$ cat config.mk
export PLATFORM = sky130hd
export DESIGN_NAME = serial_add_ctrl
export DESIGN_NICKNAME = d
export VERILOG_FILES = /design/src/rtl/serial_add_pkg.sv /design/src/rtl/full_add.sv /design/src/rtl/half_add.sv /design/src/rtl/serial_add_ctrl.sv
export SDC_FILE = /design/constraint.sdc
export NUM_CORES = 1
export LEC_CHECK = 0
export CAP_MARGIN = 30
export CORE_ASPECT_RATIO = 1.5
export CORE_MARGIN = 2
export CORE_UTILIZATION = 52
export CTS_BUF_LIST = sky130_fd_sc_hd__clkbuf_4 sky130_fd_sc_hd__clkbuf_8 sky130_fd_sc_hd__clkbuf_16
export CTS_CLUSTER_DIAMETER = 80
export DETAILED_ROUTE_END_ITERATION = 10
export PLACE_DENSITY = 0.8
export REMOVE_ABC_BUFFERS = 1
export SLEW_MARGIN = 20
export SYNTH_ARGS = -nofsm -noshare
export SYNTH_HDL_FRONTEND = slang
export SYNTH_SLANG_ARGS = --single-unit
$ cat constraint.sdc
create_clock -name clk_i -period 4.1 [get_ports clk_i]
set_input_delay 1.23 -clock clk_i [delete_from_list [all_inputs] [get_ports clk_i]]
set_output_delay 1.23 -clock clk_i [all_outputs]
set_load 0.05 [all_outputs]
$ cat src/rtl/serial_add_pkg.sv
// Shared types and sizing helpers for the bit-serial adder sequencer.
// Combinational definitions only: no latency, no flow control.
// Backpressure: not applicable.
package serial_add_pkg;

    typedef enum logic [1:0] {
        IDLE_S = 2'd0,
        BUSY_S = 2'd1,
        DONE_S = 2'd2
    } state_e;

    localparam int max_width_lp = 32;

    // The bit counter must still exist when the operand is a single bit.
    function automatic int cnt_width(input int width);
        return (width <= 1) ? 1 : $clog2(width);
    endfunction

endpackage

$ cat src/rtl/full_add.sv
// Full adder cell built from two half adders and an OR of their carries.
// Latency: combinational.
// Backpressure: none.
module full_add (
    input  logic a_i,
    input  logic b_i,
    input  logic c_i,
    output logic s_o,
    output logic c_o
);

    logic s0;
    logic c0;
    logic c1;

    half_add u_ha0 (
        .a_i (a_i),
        .b_i (b_i),
        .s_o (s0),
        .c_o (c0)
    );

    half_add u_ha1 (
        .a_i (s0),
        .b_i (c_i),
        .s_o (s_o),
        .c_o (c1)
    );

    assign c_o = c0 | c1;

endmodule

$ cat src/rtl/half_add.sv
// Half adder: sum and carry of two bits.
// Latency: combinational.
// Backpressure: none.
module half_add (
    input  logic a_i,
    input  logic b_i,
    output logic s_o,
    output logic c_o
);

    assign s_o = a_i ^ b_i;
    assign c_o = a_i & b_i;

endmodule

$ cat src/rtl/serial_add_ctrl.sv
// Bit-serial adder: one full_add cell reused LSB-first over width_p cycles; SERIAL_ADD_OVERFLOW_EN adds overflow_o.
// Latency: result valid width_p+1 cycles after accept; one operation per width_p+2 cycles at best.
// Backpressure: DONE holds the result until ready_i; operands offered while busy are dropped, not queued.
module serial_add_ctrl
    import serial_add_pkg::*;
#(
    parameter int width_p = 8
) (
    input  logic               clk_i,
    input  logic               reset_i,
    input  logic               valid_i,
    output logic               ready_o,
    input  logic [width_p-1:0] a_i,
    input  logic [width_p-1:0] b_i,
    output logic               valid_o,
    input  logic               ready_i,
    output logic [width_p-1:0] sum_o,
`ifdef SERIAL_ADD_OVERFLOW_EN
    output logic               overflow_o,
`endif
    output logic               carry_o
);

    localparam int cnt_w_lp = cnt_width(width_p);
    localparam logic [cnt_w_lp-1:0] last_cnt_lp = cnt_w_lp'(width_p - 1);

    if (width_p < 1 || width_p > max_width_lp) begin : g_bad_width
        $error("serial_add_ctrl: width_p out of range");
    end

    state_e              state_q;
    state_e              state_n;
    logic [width_p-1:0]  a_q;
    logic [width_p-1:0]  b_q;
    logic [width_p-1:0]  sum_q;
    logic [width_p-1:0]  sum_n;
    logic                c_q;
    logic [cnt_w_lp-1:0] cnt_q;
    logic                fa_s;
    logic                fa_c;
    logic                accept;
    logic                last_bit;

    full_add u_fa (
        .a_i (a_q[0]),
        .b_i (b_q[0]),
        .c_i (c_q),
        .s_o (fa_s),
        .c_o (fa_c)
    );

    assign ready_o  = (state_q == IDLE_S) && !reset_i;
    assign valid_o  = (state_q == DONE_S);
    assign accept   = valid_i && ready_o;
    assign last_bit = (cnt_q == last_cnt_lp);
    assign sum_o    = sum_q;
    assign carry_o  = c_q;

    always_comb begin
        state_n = state_q;
        case (state_q)
            IDLE_S:  if (accept)   state_n = BUSY_S;
            BUSY_S:  if (last_bit) state_n = DONE_S;
            DONE_S:  if (ready_i)  state_n = IDLE_S;
            default:               state_n = IDLE_S;
        endcase
    end

    // New sum bits enter at the MSB so the LSB lands at bit 0 after width_p shifts.
    always_comb begin
        sum_n              = sum_q >> 1;
        sum_n[width_p-1]   = fa_s;
    end

    always_ff @(posedge clk_i) begin
        if (reset_i) begin
            state_q <= IDLE_S;
            a_q     <= '0;
            b_q     <= '0;
            sum_q   <= '0;
            c_q     <= 1'b0;
            cnt_q   <= '0;
        end else begin
            state_q <= state_n;
            if (accept) begin
                a_q   <= a_i;
                b_q   <= b_i;
                c_q   <= 1'b0;
                cnt_q <= '0;
            end else if (state_q == BUSY_S) begin
                a_q   <= a_q >> 1;
                b_q   <= b_q >> 1;
                sum_q <= sum_n;
                c_q   <= fa_c;
                cnt_q <= cnt_q + cnt_w_lp'(1);
            end
        end
    end

`ifdef SERIAL_ADD_OVERFLOW_EN
    logic ovf_q;

    // On the last bit c_q is the carry into the MSB and fa_c the carry out of it.
    always_ff @(posedge clk_i) begin
        if (reset_i) begin
            ovf_q <= 1'b0;
        end else if (state_q == BUSY_S && last_bit) begin
            ovf_q <= c_q ^ fa_c;
        end
    end

    assign overflow_o = ovf_q;
`endif

    a_state_legal: assert property (@(posedge clk_i) disable iff (reset_i)
        state_q inside {IDLE_S, BUSY_S, DONE_S});

    a_no_valid_and_ready: assert property (@(posedge clk_i) disable iff (reset_i)
        !(valid_o && ready_o));

    a_result_stable: assert property (@(posedge clk_i) disable iff (reset_i)
        (valid_o && !ready_i) |=> ($stable(sum_o) && $stable(carry_o)));

endmodule

* Word level (Yosys, flattened, before mapping) *
Index checks and enable logic that the tools add are counted.

word-level totals
  RAM bits = 0
  register bits = 30
  memory bits (read-only) = 0
  logic and storage cells = 35
  memories = 0
  bits in latches = 0
  output and inout port bits = 11
  input port bits = 20

operators by class
  bitwise operators = 6
  div/mod/pow operators = 0
  equal/unequal tests = 6
  $add $sub $neg = 1
  $mul = 0
  reductions and logical operators = 8
  multiplexer cells = 8
  magnitude comparators = 0
  shift-type cells = 0

operators with widths
  cell                   number
  $mux W8                4
  $mux W2                3
  $pmux W2 S3            1
  $ne A2 B2 Y1 const B   2
  $add A3 B1 Y3 const B  1
  $eq A3 B3 Y1 const B   1
  $reduce_and A3 Y1      1
  $and A1 B1 Y1          2
  $eq A2 B1 Y1 const B   1
  $eq A2 B2 Y1 const B   1
  $logic_and A1 B1 Y1    2
  $logic_not A2 Y1       1
  $ne A2 B1 Y1 const B   1
  $reduce_and A2 Y1      1
  $reduce_bool A2 Y1     1
  $reduce_or A2 Y1       1
  $xor A1 B1 Y1          2
  $logic_not A1 Y1       1
  $not A1 Y1             1
  $or A1 B1 Y1           1

* Depth between registers and ports, before layout *
  word-level depth = 5
  mapped depth = 6
  depth with buffers taken out = 5

* Cells and area by module *
From an unflattened synthesis, not the netlist that was laid out.

second synthesis, totals
  cell total of the unflattened synthesis = 154
  area total of the unflattened synthesis = 1293.7 um^2

modules (own cells, without submodules)
  module           cells each  seq. area each (um^2)  instances  area each (um^2)
  serial_add_ctrl  151         600.6                  1          1262.5
  half_add         1           0.0                    2          12.5
  full_add         1           0.0                    1          6.3

* Worst setup path before layout *
OpenSTA, ideal clock, no wires.

  kind = in2out
  start = input reset_i
  end = output ready_o
  arrival time = 2646 ps
  stages on the path = 3
  path slack = 224 ps
  cells stage by stage = clkbuf_1 -> clkbuf_1 -> nor3_1

on the way
  cells in the longest elaborated chain, start to end = 2

RTL lines
  element              line                   source
  start, declared      serial_add_ctrl.sv:10  input logic reset_i,
  $logic_not A1 Y1     serial_add_ctrl.sv:52  assign ready_o = (state_q == IDLE_S) && !reset_i;
  $logic_and A1 B1 Y1  serial_add_ctrl.sv:52
  end, declared        serial_add_ctrl.sv:12  output logic ready_o,

Every way passes these cells.

* Final worst setup path *
Ends and elaborated chain as after synthesis.

==> run summary <==
initial antenna violation count -> 0
Congestion Overflow GR -> 0
Clock Path Buffers -> 2
gr busiest metal -> met2
DRT iter0 DRCs -> 40
core area -> 0.00245 mm2
Clock Latency Late Sink -> 0.33 ns
Die W -> 45.3 um
CP Cell Sequence -> clkdlybuf4s50_1, nor3_1, buf_12
startpoint types -> input port
final period utilization -> 83.2%
vias -> 1142
Post-CTS Hold Buffers -> 0
CTS Sinks -> 30
Clock transition at path regs -> 0.08 ns
total I/O pin count -> 31
die area -> 0.00298 mm2
Mapped Area -> 0.00133 mm2
Rows -> 22
TritonCTS buffer count -> 5
final core occ -> 66.9%
DRT Wirelength -> 2.59 mm
peak supply drop -> 0.270 mV
met2 Use GR -> 34.3%
WP data required -> 2.87 ns
height of the die -> 65.9 um
Mean Syn Cell Area -> 8.63 um2
Synth Instances -> 154
Antenna Cells -> 0
Worst Path Buf+Inv -> 2
largest net degree at the start of global routing -> 33
Antenna Nets Post-Route -> 0
unrepaired setup endpoints after global routing -> no
CP top delay family -> buffers and inverters
crit-path max FO -> 2
Setup TNS -> 0 ns
top cells by area, synth -> dfxtp_1, a21oi_1, nand2_1
Initial Util -> 54.2%
Max-Slew Margin vs Limit -> 40.3%
drc violations -> 0
CP endpoint kind -> output port
Yosys reg bits -> 30
wire per inst -> 12.8 um
TritonCTS clock tree -> built
MaxCap Viol Count -> 0
Power Dens Cells -> 346 mW/mm2
global routing met3 resource utilization -> 4.92%
share of layout cells above drive strength 1 -> 11.7%
final worst clock skew -> 0.00254 ns
first-pass GRT wire length -> 4.44 mm
final net count -> 202
DP Wirelength -> 1.74 mm
Final setup violation count -> 0
CTS root buffer -> clkbuf_4
register area share after synthesis -> 45.2%
Arrival @ worst endpoint -> 2.18 ns
Non-Filler Instances -> 203
dpl cells -> 196
final hold violation count -> 0
Area Growth Syn to Fin -> 23.3%
run status -> completed
vias in the first global route -> 1051
gr usage total -> 20.5%
Max Freq -> 293 MHz
Worst Tran Pin Value -> 0.896 ns
Pleak -> 0.000576 uW
htree depth -> 2
crit path kind -> in -> out
gpl congestion -> 0.777
Hold Crit Class -> reg -> reg
GR Layer Usage met1 -> 22.9%
cell taking the most area after synthesis -> dfxtp_1
area share of the largest cell type after synthesis -> 45.2%
First-pass DRT Iterations -> 4
CP max stage cell -> clkdlybuf4s50_1
Ys Warns -> 0
vias per std cell -> 5.63
Port Buf Inserts -> 30
Final min period -> 3.41 ns
CTS-repair resized insts -> 0
Slew Limit Fails -> 0
CP peak stage delay -> 0.45 ns
Netlist cell types -> 22
post-CTS setup buffers -> 0
[worst register-to-register path: stages (launching register included)]
cell      delay, ns
dfxtp_1        0.50
nand2b_1       0.75
a21oi_1        0.20
a211oi_1       0.29
[cell type report]
| class | instances | area, um2 |
|---|---|---|
| Clock buffer | 7 | 52.6 |
| Fill cell | 202 | 812 |
| Multi-Input combinational cell | 108 | 622 |
| Timing Repair Buffer | 32 | 325 |
| Tap cell | 24 | 30.0 |
| Inverter | 2 | 7.51 |
| Sequential cell | 30 | 601 |
[where the power goes]
part | total, uW | internal, uW | leakage (uW) | switching [uW]
combinational | 79.3 | 37.2 | 0.000299 | 42.1
sequential | 313 | 304 | 0.000245 | 8.47
clock | 174 | 77.7 | 0.0000322 | 96.4
[final timing paths]
kind / from / end / slack (ns) / cells after the start
worst min register to register: b_q[5]$_SDFFE_PP0P_ / b_q[4]$_SDFFE_PP0P_ / 0.46 / 2
worst max register to register: state_q[1]$_SDFFE_PP0P_ / b_q[6]$_SDFFE_PP0P_ / 2.28 / 3
worst max-delay path: reset_i / ready_o / 0.69 / 3
worst min-delay path: b_q[5]$_SDFFE_PP0P_ / b_q[4]$_SDFFE_PP0P_ / 0.46 / 2
[cell usage after synthesis]
library cell / n
buf_2: 6
nand2b_1: 1
a21oi_1: 24
buf_12: 1
o21bai_1: 1
nor2_2: 8
nor4b_4: 1
a22oi_1: 4
mux2i_1: 2
inv_1: 2
nor2_1: 11
or4b_1: 1
nand2_1: 32
nor2b_1: 2
buf_6: 3
fa_1: 1
a211oi_1: 14
nor3_1: 2
clkbuf_1: 4
dfxtp_1: 30
nand3_2: 2
ha_1: 2
[routing by layer]
metal | vias to the layer above | routed length, um
met5 | - | 0
met4 | 0 | 58
met3 | 6 | 117
met2 | 27 | 1370
met1 | 540 | 1050
li1 | 569 | -
[registers in the layout (all words and copies together) (netlist names)]
name     cells
cnt_q        3
sum_o        8
a_q          8
b_q          8
carry_o      1
state_q      2
[logic make-up after synthesis]
group,after synthesis,share of synthesized area [%]
simple gates,60,22.1
compound gates,43,19.8
flops,30,45.2
buf+inv,16,8.00
fa+ha+maj,3,3.39
mux,2,1.51
[stage by stage]
step	cell area [um2]	hold WS (ns)	power, uW	worst slack [ns]
3_5_place_dp	1590	0.453	399	0.669
6_report	1640	0.460	566	0.689
5_1_grt	1640	0.474	590	0.646
4_1_cts	1640	0.465	570	0.659
2_1_floorplan	1230	0.432	358	0.595
3_3_place_gp	1590	0.441	397	0.695
[layout by cell type, fill, tap and decap left out, drive strengths merged]
cell	n
a211oi	14
a21oi	24
a22oi	4
buf	3
clkbuf	7
clkdlybuf4s50	29
dfxtp	30
fa	1
ha	2
inv	2
mux2i	2
nand2	32
nand2b	1
nand3	2
nor2	19
nor2b	2
nor3	2
nor4b	1
o21bai	1
or4b	1
(Power assumes the default switching activity.)
==> RTL change 1: new RTL, same flow settings <==
Add a define of `SERIAL_ADD_OVERFLOW_EN`.
--- a/src/rtl/serial_add_ctrl.sv
+++ b/src/rtl/serial_add_ctrl.sv
@@ -3,2 +3,4 @@
 // Backpressure: DONE holds the result until ready_i; operands offered while busy are dropped, not queued.
+`define SERIAL_ADD_OVERFLOW_EN
+
 module serial_add_ctrl
Function (old outputs only; new: overflow_o): kept (Yosys induction, for registers that start in step).
==> RTL change 1 against the original RTL <==
Fmax grew 0.24%. Sequential cell count grew 1. Utilization grew 0.90 points. Non-clock buffer count grew 1. Clock skew grew 2.5 ps. Setup slack gained 8.2 ps. Design area grew 8.3%. Total power grew 15%. Area after synthesis grew 5.0%. Wire length grew 10%. Count of clock-buffer cells in the layout is the same. Critical path type unchanged.
==> RTL change 1: results (changes against the original RTL) <==
| Metric | Value |
|---|---|
| Reg2reg start | state_q[0] |
| Vias in the first global route | 1124 (+6.9%) |
| First-pass GRT wire length | 4.73 mm (+6.5%) |
| HP Start | sum_o[0] |
| Leakage power | 0.614 nW (+6.5%) |
| Worst Skew | 5.01 ps (+2.47 ps) |
| Vias per cell | 5.19 (-7.7%) |
| Run status | complete, no violations |
| Total Wirelength | 2.86 mm (+10%) |
| CTS clock-pin slew for the worst setup and hold paths | 60 ps (-20 ps) |
| Post-synth top area share | 0.445 (-0.00713) |
| Clk Latency, worst-skew pair | 280 ps (-50 ps) |
| Top cells by count, synth | 32 x nand2_1, 31 x dfxtp_1, 23 x a21oi_1 |
| GR met2 Demand/Resource | 0.392 (+0.0495) |
| Slew headroom | 0.428 (+0.0249) |
| WL met3 | 85 um (-27%) |
| Largest net degree at the start of global routing | 34 (+3.0%) |
| GP Congestion | 0.721 (-7.2%) |
| Total track usage | 0.214 (+0.00977) |
| M3 GR Usage | 0.0481 (-0.00105) |
| I/O Buffers | 31 (+3.3%) |
| M1 WL | 1.16 mm (+11%) |
| Max-Cap Viols | 0 (unchanged) |
| HP Class | reg -> reg |
| Worst vdd ir | 240 uV (-11%) |
| Met1 Use GR | 0.215 (-0.0141) |
| Synth Warn # | 0 (unchanged) |
| Synth top area cells | dfxtp_1 44%, nand2_1 8.6%, a21oi_1 8.3% |
| Post-CTS Setup Bufs | 0 (unchanged) |
| First-pass DRT Iterations | 4 (unchanged) |
| Nets | 207 (+2.5%) |
| Seq/Total Area, Yosys | 0.445 (-0.00713) |
| Crit path max fanout | 2 (unchanged) |
| Dpl hpwl | 1.98 mm (+13%) |
| CTS H-tree lvls | 2 (unchanged) |
| Clock root buffer master | clkbuf_8 |
| Layout cells sized above 1 | 0.135 (+0.0178) |
| WL met2 | 1.56 mm (+14%) |
| CP startpoint | reset_i |
| Yosys cell types | 28 (+27%) |
| DRT iter0 DRCs | 19 (-53%) |
| Fill cells | 241 (+19%) |
[RTL change 1: area by class of cell]
type	instances	area [um2]	share of cell area
timing repair buffer	33	339	0.191
tap	37	46.3	0.0261
clock inverter	1	5.00	0.00282
sequential	31	621	0.350
inverter	2	7.51	0.00423
multi-input combinational	111	672	0.379
clock buffer	7	83.8	0.0472
[RTL change 1: worst paths after layout]
kind / to / slack [ps] / cells past startpoint
worst min register to register: sum_o[0] / 460 / 2
worst min-delay path: sum_o[0] / 460 / 2
worst max register to register: a_q[0] / 2330 / 3
worst max-delay path: ready_o / 700 / 3
[RTL change 1: where the power goes]
group	switching (W)	total, W	internal, W	leakage (nW)
registers	0.00000897	0.000323	0.000314	0.253
logic	0.0000446	0.0000840	0.0000394	0.312
clock network	0.000109	0.000242	0.000132	0.0491
total	0.000163	0.000649	0.000486	0.614
[RTL change 1: cells by family after synthesis]
| kind of cell | count (synthesis) | share of synthesized area |
|---|---|---|
| DFF | 31 | 0.445 |
| muxes | 2 | 0.0144 |
| adders and majority gates | 3 | 0.0323 |
| buffers and inverters | 16 | 0.0753 |
| AOI/OAI and AO/OA | 45 | 0.204 |
| and+or+nand+nor | 60 | 0.223 |
| xor gates and xnor gates | 1 | 0.00628 |
[RTL change 1: critical path, cell delays in order]
cell,delay [ps]
clkdlybuf4s50_1,470
nor3_1,290
buf_12,180
[RTL change 1: through the flow]
stage               hold slack (ps)  cell area (um2)  cells  setup WS, ps   util
floorplan                       432             1300    144           595      -
global placement                444             1670    213           681  0.639
detailed placement              453             1690    214           687  0.644
CTS                             462             1770    222           682  0.677
global route                    472             1770    222           686  0.677
finish                          459             1770    222           697  0.677
==> RTL change 2: new RTL, same settings <==
Without the edit above. Set the parameter `width_p` to 12 (it was 8).
--- a/src/rtl/serial_add_ctrl.sv
+++ b/src/rtl/serial_add_ctrl.sv
@@ -6,3 +6,3 @@
 #(
-    parameter int width_p = 8
+    parameter int width_p = 12
 ) (
Ports: changed (resized a_i, b_i and sum_o); port bits go from 31 to 43. No check against the original RTL was run, so the function may have changed too.
==> RTL change 2 against the original RTL <==
Critical path type unchanged. Clock skew is 4.8 ps higher. Utilization is 1.9 points higher. Setup slack better by 77 ps. Cell count is 47% higher. Die area is 32% higher. First-iteration DRC count stayed put. Wire length is 41% higher. Design area is 41% higher. Area after synthesis is 35% higher. Total power is 52% higher. Sequential cell count is 13 higher.
==> RTL change 2: results (changes against the original RTL) <==
| Metric | Value |
|---|---|
| Net Sw Frac | 0.261 (+0.00168) |
| Family with the most delay on the worst path | buffers and inverters |
| Compound-Gate Fraction of Synth Area | 0.216 (+0.0181) |
| Leakage power | 0.784 nW (+36%) |
| Crit path arrival time | 2100 ps (-80 ps) |
| Post-synthesis area per instance | 8.06 um2 (-6.6%) |
| First-pass GRT wire length | 6.26 mm (+41%) |
| Top cells by count, synth | 53 x nand2_1, 43 x dfxtp_1, 39 x a21oi_1 |
| GP Congestion | 0.759 (-2.3%) |
| Synth top area cells | dfxtp_1 48%, nand2_1 11%, a21oi_1 11% |
| Clock root buffer master | clkbuf_8 |
| CP peak stage delay | 410 ps (-40 ps) |
| Yosys cell types | 25 (+14%) |
| Run status | complete, no violations |
| Clk Latency, worst-skew pair | 300 ps (-30 ps) |
| Layout cells sized above 1 | 0.0584 (-0.0590) |
| Largest net degree at the start of global routing | 42 (+27%) |
| Dpl hpwl | 2.33 mm (+34%) |
| Vias per cell | 5.51 (-2.0%) |
| Worst vdd ir | 283 uV (+5.0%) |
| I/O Buffers | 42 (+40%) |
| Worst Skew | 7.37 ps (+4.83 ps) |
| Seq/Total Area, Yosys | 0.479 (+0.0271) |
| Placed cell area | 2220 um2 (+40%) |
| Mux contribution to synthesized area | 0 (-0.0151) |
| Adder-cell share of the synthesized area | 0.0181 (-0.0158) |
| Vias | 1648 (+44%) |
| XOR/XNOR Fraction of Synth Area | 0.00975 (+0.00975) |
| Total Wirelength | 3.65 mm (+41%) |
| Slew at the pin closest to its max-slew limit | 856 ps (-40.0 ps) |
| Number of buffers created by CTS | 5 (unchanged) |
| Vias in the first global route | 1426 (+36%) |
## RTL change 2: cell types whose count changed in the layout (fill, tap and decap cells not counted), moves of 8 or more
cell	unedited run	this run
a211oi_1	14	22
a21oi_1	24	39
clkdlybuf4s50_1	29	41
dfxtp_1	30	43
nand2_1	32	53
nor2_1	11	26
nor2_2	8	0
## RTL change 2: metal layers
layer  track usage  routed length, um  up-vias
met1         0.266               1550      763
met3        0.0471                192       10
met2         0.318               1830       52
met5             0                  0        -
li1              -                  -      823
met4        0.0947                 72        0
## RTL change 2: stage by stage
step | setup WS, ps | hold slack, ps
final | 766 | 459
after global routing | 648 | 486
after floorplan | 595 | 432
after CTS | 761 | 463
after detailed placement | 761 | 449
after global placement | 771 | 443
## RTL change 2: cells by family after synthesis
| group | count (synthesis) |
|---|---|
| XOR/XNOR | 2 |
| buffers and inverters | 19 |
| AND/OR/NAND/NOR | 93 |
| flip-flops | 43 |
| AO/OA/AOI/OAI | 64 |
| adder cells (fa/ha/maj) | 2 |
## RTL change 2: worst reg2reg max path: stages (launching register included)
cell and delay, ps:
dfxtp_1 520, nor2b_2 560, buf_4 380, nand2_1 110, a311oi_2 250
## RTL change 2: worst paths after layout
kind	from	end	slack, ps	cells after the start
worst min-delay path	sum_o[0]	sum_o[0]	460	2
worst max-delay path	reset_i	ready_o	770	3
worst min register to register	sum_o[0]	sum_o[0]	460	2
worst max register to register	state_q[0]	a_q[10]	2190	4
## RTL change 2: area by class of cell
class	count	area, um2
sequential	43	861
clock buffer	6	82.6
timing repair buffer	46	460
tap	42	52.6
fill	280	1050
clock inverter	1	5.00
multi-input combinational	161	843
## RTL change 2: power groups by stage
stage          clock [W]  combinational, W  sequential (W)
2_1_floorplan          0         0.0000705        0.000465
3_3_place_gp           0          0.000130        0.000466
5_1_grt         0.000293          0.000147        0.000460
6_report        0.000270          0.000131        0.000457
4_1_cts         0.000277          0.000132        0.000457
3_5_place_dp           0          0.000131        0.000466
